### src/rtl/uart_tx_scheduler.sv
// Round-robin scheduler that shares one UART transmitter among NUM_REQ requesters.
// Optional transmitter-phase timeout is enabled by defining UART_TX_SCHED_TIMEOUT_EN.
module uart_tx_scheduler #(
    parameter int NUM_REQ        = 4,
    parameter int TIMEOUT_CYCLES = 1000000
) (
    input  logic                   clk,
    input  logic                   rst_n,
    input  logic [NUM_REQ-1:0]     req_valid,
    input  logic [32*NUM_REQ-1:0]  req_data,
    output logic [NUM_REQ-1:0]     req_ready,
    input  logic                   tx_busy,
    output logic                   tx_start,
    output logic [31:0]            tx_data,
    output logic [2:0]             grant_id,
    output logic                   sched_busy,
    output logic                   done,
    output logic                   timeout_err
);

    typedef enum logic [1:0] {
        S_IDLE      = 2'd0,
        S_LAUNCH    = 2'd1,
        S_WAIT_BUSY = 2'd2,
        S_WAIT_DONE = 2'd3
    } state_t;

    state_t               r_state;
    logic [2:0]           r_last;
    logic [NUM_REQ-1:0]   r_req_ready;
    logic                 r_tx_start;
    logic [31:0]          r_tx_data;
    logic [2:0]           r_grant_id;
    logic                 r_sched_busy;
    logic                 r_done;
    logic                 r_timeout_err;

`ifdef UART_TX_SCHED_TIMEOUT_EN
    localparam int CNT_W = (TIMEOUT_CYCLES > 1) ? $clog2(TIMEOUT_CYCLES) : 1;
    localparam logic [CNT_W-1:0] TMO_LAST = CNT_W'(TIMEOUT_CYCLES - 1);
    logic [CNT_W-1:0]     r_tmo_cnt;
`endif

    logic [7:0]           w_valid8;
    logic [3:0]           w_pos;
    logic                 w_found;
    logic [2:0]           w_idx;
    logic [NUM_REQ-1:0]   w_onehot;
    logic [31:0]          w_sel_data;

    // Round-robin pick: first valid index at or after last grant + 1, wrapping.
    always_comb begin
        w_valid8               = 8'd0;
        w_valid8[NUM_REQ-1:0]  = req_valid;
        w_found                = 1'b0;
        w_idx                  = 3'd0;
        w_pos                  = 4'd0;
        for (int k = 0; k < NUM_REQ; k++) begin
            w_pos = {1'b0, r_last} + 4'd1 + 4'(k);
            if (w_pos >= 4'(NUM_REQ)) begin
                w_pos = w_pos - 4'(NUM_REQ);
            end else begin
                w_pos = w_pos;
            end
            if (!w_found && w_valid8[w_pos[2:0]]) begin
                w_found = 1'b1;
                w_idx   = w_pos[2:0];
            end else begin
                w_found = w_found;
            end
        end
        w_onehot   = '0;
        w_sel_data = 32'd0;
        for (int i = 0; i < NUM_REQ; i++) begin
            if (3'(i) == w_idx) begin
                w_onehot[i] = 1'b1;
                w_sel_data  = req_data[32*i +: 32];
            end else begin
                w_onehot[i] = 1'b0;
            end
        end
    end

    // Scheduler FSM; all outputs are registered and pulses self-clear each cycle.
    always_ff @(posedge clk or negedge rst_n) begin
        if (!rst_n) begin
            r_state       <= S_IDLE;
            r_last        <= 3'(NUM_REQ - 1);
            r_req_ready   <= '0;
            r_tx_start    <= 1'b0;
            r_tx_data     <= 32'd0;
            r_grant_id    <= 3'd0;
            r_sched_busy  <= 1'b0;
            r_done        <= 1'b0;
            r_timeout_err <= 1'b0;
`ifdef UART_TX_SCHED_TIMEOUT_EN
            r_tmo_cnt     <= '0;
`endif
        end else begin
            r_req_ready   <= '0;
            r_tx_start    <= 1'b0;
            r_done        <= 1'b0;
            r_timeout_err <= 1'b0;
            case (r_state)
                S_IDLE: begin
                    if (w_found) begin
                        r_req_ready  <= w_onehot;
                        r_tx_data    <= w_sel_data;
                        r_grant_id   <= w_idx;
                        r_last       <= w_idx;
                        r_sched_busy <= 1'b1;
                        r_state      <= S_LAUNCH;
                    end
                end
                S_LAUNCH: begin
                    r_tx_start <= 1'b1;
                    r_state    <= S_WAIT_BUSY;
`ifdef UART_TX_SCHED_TIMEOUT_EN
                    r_tmo_cnt  <= '0;
`endif
                end
                S_WAIT_BUSY: begin
                    if (tx_busy) begin
                        r_state   <= S_WAIT_DONE;
`ifdef UART_TX_SCHED_TIMEOUT_EN
                        r_tmo_cnt <= '0;
                    end else if (r_tmo_cnt == TMO_LAST) begin
                        r_timeout_err <= 1'b1;
                        r_sched_busy  <= 1'b0;
                        r_state       <= S_IDLE;
                    end else begin
                        r_tmo_cnt <= r_tmo_cnt + 1'b1;
`endif
                    end
                end
                S_WAIT_DONE: begin
                    if (!tx_busy) begin
                        r_done       <= 1'b1;
                        r_sched_busy <= 1'b0;
                        r_state      <= S_IDLE;
`ifdef UART_TX_SCHED_TIMEOUT_EN
                    end else if (r_tmo_cnt == TMO_LAST) begin
                        r_timeout_err <= 1'b1;
                        r_sched_busy  <= 1'b0;
                        r_state       <= S_IDLE;
                    end else begin
                        r_tmo_cnt <= r_tmo_cnt + 1'b1;
`endif
                    end
                end
                default: begin
                    r_sched_busy <= 1'b0;
                    r_state      <= S_IDLE;
                end
            endcase
        end
    end

    assign req_ready   = r_req_ready;
    assign tx_start    = r_tx_start;
    assign tx_data     = r_tx_data;
    assign grant_id    = r_grant_id;
    assign sched_busy  = r_sched_busy;
    assign done        = r_done;
    assign timeout_err = r_timeout_err;

endmodule

### config.mk
export PLATFORM = sky130hd
export DESIGN_NAME = uart_tx_scheduler
export DESIGN_NICKNAME = d
export VERILOG_FILES = /design/src/rtl/uart_tx_scheduler.sv
export SDC_FILE = /design/constraint.sdc
export NUM_CORES = 1
export LEC_CHECK = 0
export CORE_MARGIN = 2
export CORE_UTILIZATION = 39
export CTS_CLUSTER_SIZE = 14
export DETAILED_ROUTE_END_ITERATION = 10
export PLACE_DENSITY = 0.82
export RECOVER_POWER = 50
export SETUP_SLACK_MARGIN = 0.15
export SLEW_MARGIN = 10
export SYNTH_ARGS = -nofsm -noshare
export SYNTH_HDL_FRONTEND = slang
export SYNTH_SLANG_ARGS = --single-unit
### constraint.sdc
create_clock -name clk -period 4.6 [get_ports clk]
set_input_delay 0.46 -clock clk [delete_from_list [all_inputs] [get_ports clk]]
set_output_delay 0.46 -clock clk [all_outputs]
set_load 0.005 [all_outputs]
==> summary.md, run 1 <==
| Metric | Value |
|---|---|
| IO Port Bufs | 176 |
| R2R Path Start | r_last[0] |
| Pwr per Cell Area | 777 nW/um^2 |
| Min-Delay Endpoint | grant_id[1] |
| First-pass GRT wire length | around 15 mm |
| Layout cells sized above 1 | 0.0954 |
| TritonCTS Sinks | 46 |
| Yosys Warn Count | 0 |
| Fin crit share | 0.894 |
| CTS tree | yes |
| Leak | ~2.1 nW |
| CTS root buffer | clkbuf_8 |
| Top-area cell type share of the netlist area | 0.355 |
| Rows | 32 |
| Layout Nets | ~600 |
| Setup TNS | 0 ns |
| Vias in the first global route | about 3,000 |
| Congestion Overflow GR | 0 |
| R2R cell count | 14 |
| Violation count after the first detailed-routing iteration | between 200 and 250 |
| Sequential-to-total area share from yosys stat | 0.372 |
| Clk buf depth | 2 |
| Vias post-DR | just over 3,000 |
| P_int | between 2 and 2.5 mW |
| Hold Violations, Final | 0 |
| Fin. max-slew vios | between 40 and 50 |
| Antenna Nets Post-Route | 0 |
| Die Y | a little over 90 um |
| Pwr Total | slightly below 4 mW |
| Violated checks | max-capacitance violations, max-slew violations |
| Worst Min Path Start | grant_id[1] |
| Worst R2R End | tx_data[5] |
| Worst slew pin tran | 2.47 ns |
| Startpoint types | register |
| Pre-Repair DR Iteration Count | 5 |
| # IOs | approximately 180 |
| Seq cells post-synth | 46 |
| Sw Share | 0.431 |
| Crit. End Element | register |
| Initial Util | 0.401 |
| Sequential power share | 0.189 |
| Post-synth top flop | dfrtp_1 |
| Synth cell types | between 40 and 50 |
| Critical Path AT | 4.27 ns |
| Cell Area, Synth | between 3000 and 4000 um^2 |
| Final setup vio count | 0 |
| Synth area leader | dfrtp_1 |
| Async SR Flop Fraction | 1.00 |
| Final min period | slightly above 4 ns |
| Placed cells | ~560 |
| Combinational share of power | 0.716 |
| Initial antenna violation count | 0 |
| Die W | a little over 90 um |
| Max Clk Rate | 0.243 GHz |
| Hold Buf Count CTS | 0 |
| Skew final | 0.00713 ns |
| Flop2flop setup slack | 0.49 ns |
| Largest net degree at the start of global routing | just under 60 |
| Max Cap Viol | 1 |
| Cells after synthesis | between 200 and 300 |
| Largest fanout on the critical path | 24 |
| Post-Syn Nets | approximately 440 |
| HPWL after detailed placement | between 7 and 8 mm |
| # resized after CTS | 0 |
| Worst slew margin | -0.650 |
| Dpl ws | 0.384 ns |
| Antenna fix cells | 0 |
| Worst hold stages | 2 |
| Net Sw Power | ~1.7 mW |
| Status | finished with violations |
| Gr usage total | 0.212 |
| Num CTS Buffers | 5 |
| Layout Cells excl Fill | 563 |
| Critical path class | register to register |
| Die area | 8680 um^2 |
| Vias per Instance | between 5 and 6 |
| Synth cell count leaders | mux2i_1, dfrtp_1, nor2_1 |
| WHS | 0.499 ns |
| Worst skew pair latency | 0.31 ns |
| CORE AREA | roughly 7700 um^2 |
| Most frequent cell after synthesis | mux2i_1 |
| Clock power share | 0.095 |
| Number of remaining DRC errors | 0 |
| CP required | 4.76 ns |
| Post-CTS repair timing setup buffer count | 0 |
| Avg Cell Area, Syn | 10.4 um^2 |
| H-tree Lvls | 2 |
| Wire length per cell | approximately 17 um |
| Number of flops mapped to enable cells by yosys | 0 |
| Placer Congestion | around 0.84 |
| Hold Path Class | register to register |
| Maximum VDD drop | between 600 and 700 uV |
| DRT Wirelength | approximately 9.7 mm |
| Area growth, synth to finish | 63.3% |
| Synth area leaders | dfrtp_1, mux2i_1, o2bb2ai_1 |
| Worst setup margin | between 0.4 and 0.5 ns |
| Worst-path clk slew | approximately 0.08 ns |
| Unrepaired setup endpoints after global routing | false |
-- worst max path at each step --
| stage | start | end | slack (ns) | depth (start not counted) |
|---|---|---|---|---|
| finish | r_last[0] | tx_data[5] | 0.49 | 14 |
| global route | r_last[0] | tx_data[28] | 0.18 | 14 |
| CTS | r_last[0] | tx_data[14] | 0.36 | 13 |
| detailed placement | r_last[0] | tx_data[14] | 0.38 | 13 |
| global placement | r_last[0] | tx_data[14] | 0.60 | 13 |
| floorplan | r_last[0] | tx_data[14] | 0.96 | 15 |
-- worst max-delay path: stages, from the launching register on --
cell	delay, ns
dfstp_2	0.73
inv_1	0.18
ha_1	0.46
inv_1	0.15
ha_1	0.30
inv_1	0.06
o31a_1	0.32
a21boi_4	0.16
a21o_1	0.18
a221o_4	0.53
buf_4	0.26
nor2_2	0.11
buf_4	0.28
o2bb2ai_1	0.16
a31oi_1	0.06
-- power by group through the flow --
stage | combinational [mW] | sequential [mW] | clock, mW
final | 2.82 | 0.745 | 0.374
after floorplan | 1.95 | 0.749 | 0
after detailed placement | 2.84 | 0.758 | 0
after global placement | 2.76 | 0.746 | 0
after CTS | 2.85 | 0.749 | 0.380
after global routing | 3.04 | 0.771 | 0.396
-- layout make-up --
class                           instances  area, um^2
Multi-Input combinational cell        206        1750
Fill cell                             623        2660
Tap cell                              102         128
Timing Repair Buffer                  184        1830
Clock buffer                            6        82.6
Clock inverter                          2        60.1
Sequential cell                        46        1150
Inverter                               17        63.8
-- per-layer routing --
metal,part of all wire,track usage
met1,0.39,0.246
met2,0.53,0.393
met3,0.070,0.0500
met4,0.019,0.0539
met5,0,0
-- sequential cells by signal (all words and copies together), names as in the netlist --
name        count
done            1
grant_id        2
r_last          3
r_state         2
req_ready       4
sched_busy      1
tx_data        32
tx_start        1
-- logic make-up (layout without fill, tap and decap cells) --
kind of cell / count (synthesis) / after routing / share of synthesized area
AOI/OAI and AO/OA: 87 / 87 / 0.215
muxes: 63 / 63 / 0.225
DFF: 46 / 46 / 0.372
buffers and inverters: 46 / 209 / 0.0734
and+or+nand+nor: 43 / 43 / 0.0645
adders and majority gates: 8 / 8 / 0.0323
xor gates and xnor gates: 4 / 4 / 0.0161
other: 1 / 1 / 0.00121
-- through the flow --
stage                     instance area [um^2]   util
final                                     5060  0.655
after global routing                      5060  0.655
after CTS                                 5060  0.654
after detailed placement                  4910  0.636
after global placement                    4910  0.636
after floorplan                           3100      -
-- placed cells by master (no fill, tap or decap), drive strengths merged, types with 3 or more instances in the layout --
master	netlist	routed
nor3	3	3
clkbuf	12	7
nor2	23	23
a211oi	3	3
and2	3	3
mux2	15	15
o21ai	4	4
ha	8	8
dfrtp	44	44
clkdlybuf4s50	0	156
nand2	4	4
inv	17	17
dlygate4sd3	0	19
a221oi	11	11
o22ai	11	11
a21o	3	3
a31oi	21	21
a21oi	6	6
mux2i	45	45
o2bb2ai	21	21
buf	17	8
mux4	3	3
Note: power is estimated with default switching activity, not from simulation.
==> run 2: changes to the inputs <==
--- a/config.mk
+++ b/config.mk
@@ -7,6 +7,7 @@
 export LEC_CHECK = 0
 export CORE_MARGIN = 2
 export CORE_UTILIZATION = 39
+export CTS_BUF_LIST = sky130_fd_sc_hd__clkbuf_4 sky130_fd_sc_hd__clkbuf_8 sky130_fd_sc_hd__clkbuf_16
 export CTS_CLUSTER_SIZE = 14
 export DETAILED_ROUTE_END_ITERATION = 10
 export PLACE_DENSITY = 0.82
==> results of run 2 <==
Same layout as run 1: the final DEF is identical, and so are final timing and power.
==> run 3: changes to the inputs <==
--- a/config.mk
+++ b/config.mk
@@ -5,6 +5,7 @@
 export SDC_FILE = /design/constraint.sdc
 export NUM_CORES = 1
 export LEC_CHECK = 0
+export CAP_MARGIN = 20
 export CORE_MARGIN = 2
 export CORE_UTILIZATION = 39
 export CTS_BUF_LIST = sky130_fd_sc_hd__clkbuf_4 sky130_fd_sc_hd__clkbuf_8 sky130_fd_sc_hd__clkbuf_16
==> run 3 against run 2 <==
The run now ends clean. Clock power about the same. Sequential share of layout area is essentially flat. Cell area barely moved. Worst hold slack lost 0.11 ns. Critical path depth unchanged. Global-route usage unchanged. Total power about the same. Sequential power is essentially flat. Flip-flop and latch count did not move. Wire length shrank 0.35%. Core utilization hardly changed. Critical path type unchanged. Critical endpoint is now tx_data[28]. Largest cell class unchanged.
==> summary.md, run 3 (synthesized netlist as in run 1, its figures left out) <==
| Metric | Value |
|---|---|
| Status | completed (was finished with violations) |
| Critical path class | register to register (unchanged) |
| CP Cell Sequence | inv_1 -> ha_1 -> inv_1 -> ha_1 -> inv_1 -> o31a_1 -> a21boi_4 -> a21o_1 -> a221o_4 -> buf_4 -> nor2_2 -> buf_4 -> o2bb2ai_1 -> a31oi_1 (unchanged) |
| Final setup vio count | 0 (unchanged) |
| CP delay by family, top | compound AO/OA/AOI/OAI gates (unchanged) |
| Area growth, synth to finish | 63.4% (was 63.3%) |
| Antenna Nets Post-Route | 0 (unchanged) |
| Max Cap Viol | 0 (was 1) |
| Num CTS Buffers | 5 (unchanged) |
| Max FFs per register | 32 (unchanged) |
| Crit-path most repeated cell | inv_1 (unchanged) |
| Die W | 93.2 um (unchanged) |
| CORE AREA | 7730 um^2 (unchanged) |
| Hold Path Class | input port to asynchronous set/reset pin (was register to register) |
| Vias post-DR | 3,024 (was 3,023) |
| CP required | 4.76 ns (about the same) |
| Final min period | 4.11 ns (about the same) |
| Number of remaining DRC errors | 0 (unchanged) |
| First-pass GRT wire length | 14.7 mm (unchanged) |
| Skew final | 0.00634 ns (was 0.00713 ns) |
| Worst slew pin tran | 1.31 ns (was 2.47 ns) |
| Rows | 32 (unchanged) |
| CTS root buffer | clkbuf_8 (unchanged) |
| Fin crit share | 0.893 (was 0.894) |
| Setup TNS | 0 ns (unchanged) |
| Layout Cells excl Fill | 564 (was 563) |
| H-tree Lvls | 2 (unchanged) |
| Most common cell after layout, fill and taps aside | clkdlybuf4s50_1 (unchanged) |
| Max Clk Rate | 0.243 GHz (about the same) |
| Most frequent cells in the layout | clkdlybuf4s50_1, mux2i_1, dfrtp_1 (unchanged) |
| Worst-path clk slew | 0.09 ns (was 0.08 ns) |
| Flop2flop setup slack | 0.49 ns (about the same) |
| Wire length per cell | 17.1 um (was 17.2 um) |
| # IOs | 178 (unchanged) |
| TritonCTS Sinks | 46 (unchanged) |
| Pwr per Cell Area | 776 nW/um^2 (was 777 nW/um^2) |
| Die area | 8680 um^2 (unchanged) |
| Largest fanout on the critical path | 24 (unchanged) |
| Placer Congestion | 0.839 (unchanged) |
| Vias in the first global route | 2,931 (unchanged) |
| Gr usage total | 0.212 (unchanged) |
| Startpoint types | register (unchanged) |
| WP buf/inv | 5 (unchanged) |
| Layout Nets | 604 (was 603) |
| Unrepaired setup endpoints after global routing | false (unchanged) |
| Worst slew margin | 0.129 (was -0.650) |
| Hold Violations, Final | 0 (unchanged) |
| IO Port Bufs | 176 (unchanged) |
| DRT Wirelength | 9.65 mm (was 9.68 mm) |
| Maximum VDD drop | 685 uV (was 687 uV) |
| Critical Path AT | 4.27 ns (about the same) |
| Violation count after the first detailed-routing iteration | 161 (was 208) |
| Largest net degree at the start of global routing | 59 (unchanged) |
| Post-CTS repair timing setup buffer count | 0 (unchanged) |
| Initial Util | 0.401 (unchanged) |
| Max incr delay on CP | 0.73 ns (about the same) |
| HPWL after detailed placement | 7.38 mm (unchanged) |
| Crit. End Element | register (unchanged) |
| Clk buf depth | 2 (unchanged) |
| Initial antenna violation count | 0 (unchanged) |
| Vias per Instance | 5.36 (was 5.37) |
| Filler instances | 622 (was 623) |
| Pwr Total | 3.93 mW (was 3.94 mW) |
| Pre-Repair DR Iteration Count | 6 (was 5) |
| Fin. max-slew vios | 0 (was 47) |
| Leak | 2.12 nW (was 2.11 nW) |
| Congestion Overflow GR | 0 (unchanged) |
| Antenna fix cells | 0 (unchanged) |
| CTS tree | yes (unchanged) |
| Worst skew pair latency | 0.31 ns (about the same) |
| Layout cells sized above 1 | 0.0952 (was 0.0954) |
| CP max-delay cell | dfstp_2 (unchanged) |
| Die Y | 93.2 um (unchanged) |
| Placed cells | 555 (unchanged) |
==> run 3: cell count changes in the layout (fill, tap and decap cells not counted) <==
cell	delta
clkbuf_1	+1
==> run 3: stage by stage <==
step	cell area (um^2)	hold slack [ns]	util	setup WS (ns)
4_1_cts	5060	0.368	0.654	0.364
3_3_place_gp	4910	0.479	0.636	0.596
2_1_floorplan	3100	0.164	-	0.957
6_report	5070	0.389	0.656	0.491
3_5_place_dp	4910	0.490	0.636	0.384
5_1_grt	5070	0.484	0.656	0.178
==> run 3: path summary, 6_finish.rpt <==
check                                 start          end  cells after the start
worst max register to register    r_last[0]  tx_data[28]                     14
worst max-delay path              r_last[0]  tx_data[28]                     14
worst min register to register  grant_id[1]  grant_id[1]                      2
worst min-delay path                  rst_n   tx_data[7]                      1
min in group clk                grant_id[1]  grant_id[1]                      2
max in group asynchronous             rst_n   r_state[1]                      2
==> run 3: report_power, final <==
group	total [mW]	switching (mW)	internal [mW]	leakage [nW]
clock	0.373	0.142	0.232	0.0714
sequential	0.745	0.123	0.623	0.527
combinational	2.81	1.43	1.38	1.52
total	3.93	1.69	2.24	2.12
==> run 3: timing repair <==
item	4_1_cts	5_1_grt
endpoints found under the setup margin	0	22
hold buffers	0	0
hold endpoints to repair	0	0
resized for setup	0	2
==> run 3: cell type report <==
class	count	area (um^2)	area share
multi-input combinational	206	1750	0.345
clock buffer	6	82.6	0.0163
timing repair buffer	185	1830	0.361
clock inverter	2	60.1	0.0118
tap	102	128	0.0252
sequential	46	1150	0.228
inverter	17	63.8	0.0126
==> run 3: metal layers <==
layer | up-vias | GRT usage | wire [um]
met1 | 1426 | 0.246 | 3710
met4 | 0 | 0.0539 | 170
met3 | 16 | 0.0500 | 702
met2 | 144 | 0.393 | 5070
met5 | - | 0 | 0
li1 | 1438 | - | -
